File: config.mk
export PLATFORM = sky130hd
export DESIGN_NAME = vc_demux_push
export DESIGN_NICKNAME = d
export VERILOG_FILES = /design/src/rtl/vc_demux_push.sv
export SDC_FILE = /design/constraint.sdc
export NUM_CORES = 1
export LEC_CHECK = 0
export CORE_MARGIN = 2
export CORE_UTILIZATION = 50
export CTS_BUF_LIST = sky130_fd_sc_hd__clkbuf_2
export CTS_CLUSTER_SIZE = 10
export DETAILED_ROUTE_END_ITERATION = 10
export MAX_ROUTING_LAYER = met4
export PLACE_DENSITY_LB_ADDON = 0.25
export REMOVE_ABC_BUFFERS = 1
export SLEW_MARGIN = 20
export SYNTH_ARGS = -nofsm -noshare
export SYNTH_HDL_FRONTEND = slang
export SYNTH_SLANG_ARGS = --single-unit
File: constraint.sdc
create_clock -name clk -period 2.24 [get_ports clk]
set_input_delay 0.56 -clock clk [delete_from_list [all_inputs] [get_ports clk]]
set_output_delay 0.56 -clock clk [all_outputs]
set_load 0.01 [all_outputs]
File: src/rtl/vc_demux_push.sv
// Routes each popped main-FIFO word into the VC0 or VC1 FIFO by one selector bit.
// A one-word skid register absorbs a full target VC; QoS counters track pushes and drops.
module vc_demux_push #(
  parameter int unsigned DATA_W = 6,
  parameter int unsigned VC_BIT = 4,
  parameter int unsigned CNT_W  = 8
) (
  input  logic              clk,
  input  logic              reset,
  input  logic [DATA_W-1:0] data_in,
  input  logic              valid_in,
  input  logic              vc0_full,
  input  logic              vc1_full,
  output logic [DATA_W-1:0] vc0_data,
  output logic              vc0_push,
  output logic [DATA_W-1:0] vc1_data,
  output logic              vc1_push,
  output logic              busy,
  output logic              error,
  output logic [CNT_W-1:0]  vc0_cnt,
  output logic [CNT_W-1:0]  vc1_cnt,
  output logic [CNT_W-1:0]  drop_cnt
);

  typedef enum logic [0:0] {StIdle, StHold} state_e;

  state_e            state_q, state_d;
  logic [DATA_W-1:0] hold_q, hold_d;
  logic [DATA_W-1:0] vc0_data_q, vc0_data_d, vc1_data_q, vc1_data_d;
  logic              vc0_push_q, vc0_push_d, vc1_push_q, vc1_push_d;
  logic              error_q, error_d;
  logic [CNT_W-1:0]  vc0_cnt_q, vc0_cnt_d, vc1_cnt_q, vc1_cnt_d;
  logic [CNT_W-1:0]  drop_cnt_q, drop_cnt_d;

  // Candidate word this cycle: the held word takes priority over the input.
  logic [DATA_W-1:0] word;
  logic              word_vld, tgt, tgt_full, do_push, drop_hit;

  always_comb begin
    word     = (state_q == StHold) ? hold_q : data_in;
    word_vld = (state_q == StHold) | valid_in;
    tgt      = word[VC_BIT];
    tgt_full = tgt ? vc1_full : vc0_full;
    do_push  = word_vld & ~tgt_full;
    drop_hit = (state_q == StHold) & valid_in;
  end

  // State register
  always_ff @(posedge clk) begin
    if (reset) begin
      state_q <= StIdle;
    end else begin
      state_q <= state_d;
    end
  end

  // Next-state logic
  always_comb begin
    state_d = state_q;
    unique case (state_q)
      StIdle:  if (valid_in && tgt_full) state_d = StHold;
      StHold:  if (!tgt_full) state_d = StIdle;
      default: state_d = StIdle;
    endcase
  end

  // Output logic
  always_comb begin
    busy = (state_q == StHold);
  end

  always_comb begin
    hold_d     = hold_q;
    vc0_push_d = do_push & ~tgt;
    vc1_push_d = do_push & tgt;
    vc0_data_d = vc0_push_d ? word : vc0_data_q;
    vc1_data_d = vc1_push_d ? word : vc1_data_q;
    vc0_cnt_d  = vc0_push_d ? vc0_cnt_q + 1'b1 : vc0_cnt_q;
    vc1_cnt_d  = vc1_push_d ? vc1_cnt_q + 1'b1 : vc1_cnt_q;
    drop_cnt_d = (drop_hit && (drop_cnt_q != '1)) ? drop_cnt_q + 1'b1 : drop_cnt_q;
    error_d    = error_q | drop_hit;
    if ((state_q == StIdle) && valid_in && tgt_full) hold_d = data_in;
  end

  always_ff @(posedge clk) begin
    if (reset) begin
      hold_q     <= '0;
      vc0_data_q <= '0;
      vc1_data_q <= '0;
      vc0_push_q <= 1'b0;
      vc1_push_q <= 1'b0;
      vc0_cnt_q  <= '0;
      vc1_cnt_q  <= '0;
      drop_cnt_q <= '0;
      error_q    <= 1'b0;
    end else begin
      hold_q     <= hold_d;
      vc0_data_q <= vc0_data_d;
      vc1_data_q <= vc1_data_d;
      vc0_push_q <= vc0_push_d;
      vc1_push_q <= vc1_push_d;
      vc0_cnt_q  <= vc0_cnt_d;
      vc1_cnt_q  <= vc1_cnt_d;
      drop_cnt_q <= drop_cnt_d;
      error_q    <= error_d;
    end
  end

  assign vc0_data = vc0_data_q;
  assign vc1_data = vc1_data_q;
  assign vc0_push = vc0_push_q;
  assign vc1_push = vc1_push_q;
  assign vc0_cnt  = vc0_cnt_q;
  assign vc1_cnt  = vc1_cnt_q;
  assign drop_cnt = drop_cnt_q;
  assign error    = error_q;

endmodule

Word-level counts from Yosys, hierarchy flattened
Cells that the tools add are included.

word-level totals
  bits in registers = 46
  logic and storage cells = 32

operators by class
  $add $sub $neg = 3
  reductions and logical operators = 4
  bitwise gates (word level) = 9
  equal/unequal tests = 1
  multiplexer cells = 5

operators with widths
  operator                                      number
  adder 8 x 1 -> 8 bit (second input constant)  3
  != test 8 bit (second input constant)         1
  two-way mux 6 bit                             1
  AND 1 bit                                     4
  logical AND 1 bit                             4
  two-way mux 1 bit                             3
  inverter 1 bit                                3
  bitwise OR 1 bit                              2
  one-hot mux 1 bit (2 select lines)            1

Depth between registers and ports, before layout
  word-level depth = 5
  mapped depth = 7
  gate-level depth less buffers = 5

Least setup slack after synthesis
No wires, ideal clock.

  path kind = in2reg
  start = input port data_in[4]
  end = register vc0_cnt_q[6], in the netlist vc0_cnt[6]
  setup time = 121 ps
  stages = 5
  arrival time = 1709 ps
  slack = 409 ps
  data required time = 2119 ps
  path through = or3b_1 -> buf_6 -> a21oi_4 -> nand4_2 -> mux2_4

on the way
  cells in the longest elaborated chain, start to end = 5

RTL lines
  item                  line  RTL
  from (decl)           10    input logic [DATA_W-1:0] data_in,
  two-way mux 6 bit *   40    word = (state_q == StHold) ? hold_q : data_in;
  two-way mux 1 bit     43    tgt_full = tgt ? vc1_full : vc0_full;
  inverter 1 bit        44    do_push = word_vld & ~tgt_full;
  AND 1 bit             44
  AND 1 bit *           74    vc0_push_d = do_push & ~tgt;
  to (signal assigned)  102   vc0_cnt_q <= vc0_cnt_d;
  to (decl)             32    logic [CNT_W-1:0] vc0_cnt_q, vc0_cnt_d, vc1_cnt_q, vc1_cnt_d;

Every way passes the cells marked *; elsewhere a longest branch is shown, timed or not.
A chain may end at the register's enable or synchronous reset.

Worst setup path in the final report
  start = register state_q, in the netlist busy
  end = output port busy

RTL lines
  item                    line  RTL
  from (decl)             27    state_e state_q, state_d;
  from (signal assigned)  51    state_q <= StIdle;
  from (signal assigned)  53    state_q <= state_d;
  to (decl)               18    output logic busy,

No word-level cell between the ends.

==> impl_metrics.toml <==
[clock_network]
numCtsBuffers = 5
post-cts-setup-buffers = 0
cts_tree = "done"
clk_pin_slew_worst_paths_ns = 0.22
clock-sinks = 46
cts_max_path_buffers = 2
clkLatencyLatePin_ns = 0.41
cts-root-buf = "clkbuf_2"
h-tree-depth = 2

[placement]
dpl.hpwl_mm = 3.28
placed_cells = 324
place_ws_ns = -0.125
io_buffers = 50
post_dp_cell_area_sq_um = 2680
gp_congestion = 0.814

[global_routing]
grt_antenna_before_repair = 0
grt_pass1_wl_mm = 7.22
grt_overflow = 0
grt_pass1_vias = 1585
grt_max_degree = 17
grt_usage_pct = 21.7

[setup_path]
cp_slowest_stage_delay_ns = 0.58
crit_arrival_ns = 1.51
critPathLaunchType = "flip-flop"
cp_num_buf_inv = 1
cp-end-kind = "output pin"
crit_type = "flip-flop to output pin"
critPathMaxFanout = 9
crit_slowest_cell = "clkdlybuf4s50_1"
worstPathRequired_ns = 1.68
path_cells = "clkdlybuf4s50_1"
crit_family = "buffers and inverters"

[floorplan]
die-area_sq_um = 4540
die_y_um = 67.4
row_count = 23
core_sq_um = 3940
pin_count = 51
die_width_um = 67.4
start_util_pct = 51.0

[cells_and_area]
fin_nets = 295
final_layout_size_suffix_gt1_share_pct = 13.2
final_area_sq_um = 2710
multi_input_area_sq_um = 1010
fill_cells = 333
fin_cells = 331
synthToLayoutAreaGrowth_pct = 35.0
seq_area_sq_um = 922
antennaDiodeCount = 0

[sta]
fin_crit_ns = 2.07
finalWorstSetupSlack_ns = 0.167
fmax_mhz = 482
setup_tns_ns = 0
setup_viol = 0
rsz0062_at_grt = "false"
fin_skew_ns = 0.0242
period_share_pct = 92.5
tightest_slew_ns = 0.418
hold_violations = 0
slew_headroom_pct = 72.0
timing.final.max_slew_violations = 0

[logic_synthesis]
syn_area_sq_um = 2010
yosysUniqueCellTypes = 41
ys.flop_type = "dfxtp_1"
yosysTopAreaCell = "dfxtp_1"
synth.most_common_cell = "dfxtp_1"
synth_area_per_cell_sq_um = 9.48
async_flop_share_pct = 0
yosys.area.top_type_share_pct = 45.8
synth.yosys.seq_area_share_pct = 45.8
yosysWarningCount = 0
synth_edf_count = 0
syn_inst = 212
synth_area_leaders = "dfxtp_1 (46%), mux2i_1 (8.5%), nor2_1 (7.3%)"
synth_commonest_cells = "dfxtp_1 (46), nor2_1 (39), mux2i_1 (17)"
synth_seq_cells = 46

[route]
wire_per_inst_um = 13.3
totalWireLength_mm = 4.41
drt_pass1_iterations = 4
routed-via-count = 1776
final_antenna_net_count = 0
drc = 0
drt-vias-per-instance = 5.37
first_iter_violations = 34

[min_path]
hp-class = "flip-flop to flip-flop"

[outcome]
status = "finished, final reports clean"

[power]
p_leak_nw = 0.970
power_density_nw_per_um2 = 518
total_power_mw = 1.41
ir_worst_vdd_v = 0.000404

[job]
cap_violations = 0
registers in the layout, summed over array words and instances, names as in the netlist:
signal / count
drop_cnt: 8
vc0_cnt: 8
vc1_cnt: 8
hold_q: 6
vc0_data: 6
vc1_data: 6
busy: 1
error: 1
vc0_push: 1
vc1_push: 1
repair_timing:
item	4_1_cts	5_1_grt
endpoints found under the setup margin	1	0
hold buffers	0	0
hold endpoints to repair	0	0
gates resized for setup	1	0
routing by layer:
layer  vias to the layer above  global-route usage, %  routed length (um)
li1                        893                      -                   -
met1                       834                   27.1                2070
met2                        44                   34.2                2070
met3                         5                   5.33                 204
met4                         0                   7.65                  59
met5                         -                      -                   0
kinds of logic (layout without fill, tap and decap cells):
logic type / Yosys count / in the layout / synth area share (%)
buffers and inverters: 13 / 82 / 3.80
AO/OA/AOI/OAI: 37 / 37 / 13.5
adder cells (fa/ha/maj): 3 / 3 / 1.87
multiplexers: 19 / 19 / 9.78
AND/OR/NAND/NOR: 83 / 83 / 20.4
XOR/XNOR: 11 / 11 / 4.79
flip-flops: 46 / 46 / 45.8
worst reg2reg max path, stage by stage (launching register included):
cell	delay (ns)
dfxtp_2	0.52
buf_4	0.21
mux2_2	0.18
nand4_1	0.17
or4_1	0.51
a21oi_1	0.14
power by group:
| part | total [mW] | switching, mW | internal, mW | leakage (nW) |
|---|---|---|---|---|
| clock network | 0.322 | 0.254 | 0.0677 | 0.0286 |
| logic | 0.216 | 0.0992 | 0.117 | 0.568 |
| registers | 0.869 | 0.0214 | 0.847 | 0.374 |
| total | 1.41 | 0.375 | 1.03 | 0.970 |
area by class of cell:
cell class | count | share of cell area (%)
timing repair buffer | 73 | 24.8
clock inverter | 2 | 0.369
multi-input combinational | 153 | 37.3
sequential | 46 | 34.0
clock buffer | 5 | 0.923
tap | 50 | 2.31
inverter | 2 | 0.277
cells in the final DEF (no fill, tap or decap), types with 2 or more instances in the layout:
master	netlist	final
clkdlybuf4s50_1	0	50
dfxtp_1	46	45
nor2_1	39	39
buf_4	1	23
mux2i_1	17	17
a211oi_1	15	15
xnor2_1	10	10
nand2_1	9	9
a21oi_1	8	8
nor2b_1	5	5
nand3_1	5	5
nor3_1	5	5
clkbuf_2	0	5
nand4_1	4	4
and3_1	3	3
o31ai_1	3	3
or4_1	3	3
a31oi_1	3	3
ha_1	3	3
a211oi_2	2	2
inv_1	2	2
clkinv_2	0	2
final timing paths:
| path | from | end | slack, ns | cells past startpoint |
|---|---|---|---|---|
| worst max-delay path | busy | busy | 0.17 | 1 |
| worst max register to register | busy | vc1_cnt[7] | 0.47 | 5 |
| worst min-delay path | vc0_data[4] | vc0_data[4] | 0.49 | 1 |
| worst min register to register | vc0_data[4] | vc0_data[4] | 0.49 | 1 |
stage by stage:
step           hold slack, ns  utilization [%]
6_report                0.490             68.8
5_1_grt                 0.514             68.8
4_1_cts                 0.491             68.8
3_5_place_dp            0.467             67.9
3_3_place_gp            0.455             67.9
2_1_floorplan           0.460                -
(Power assumes the default switching activity.)
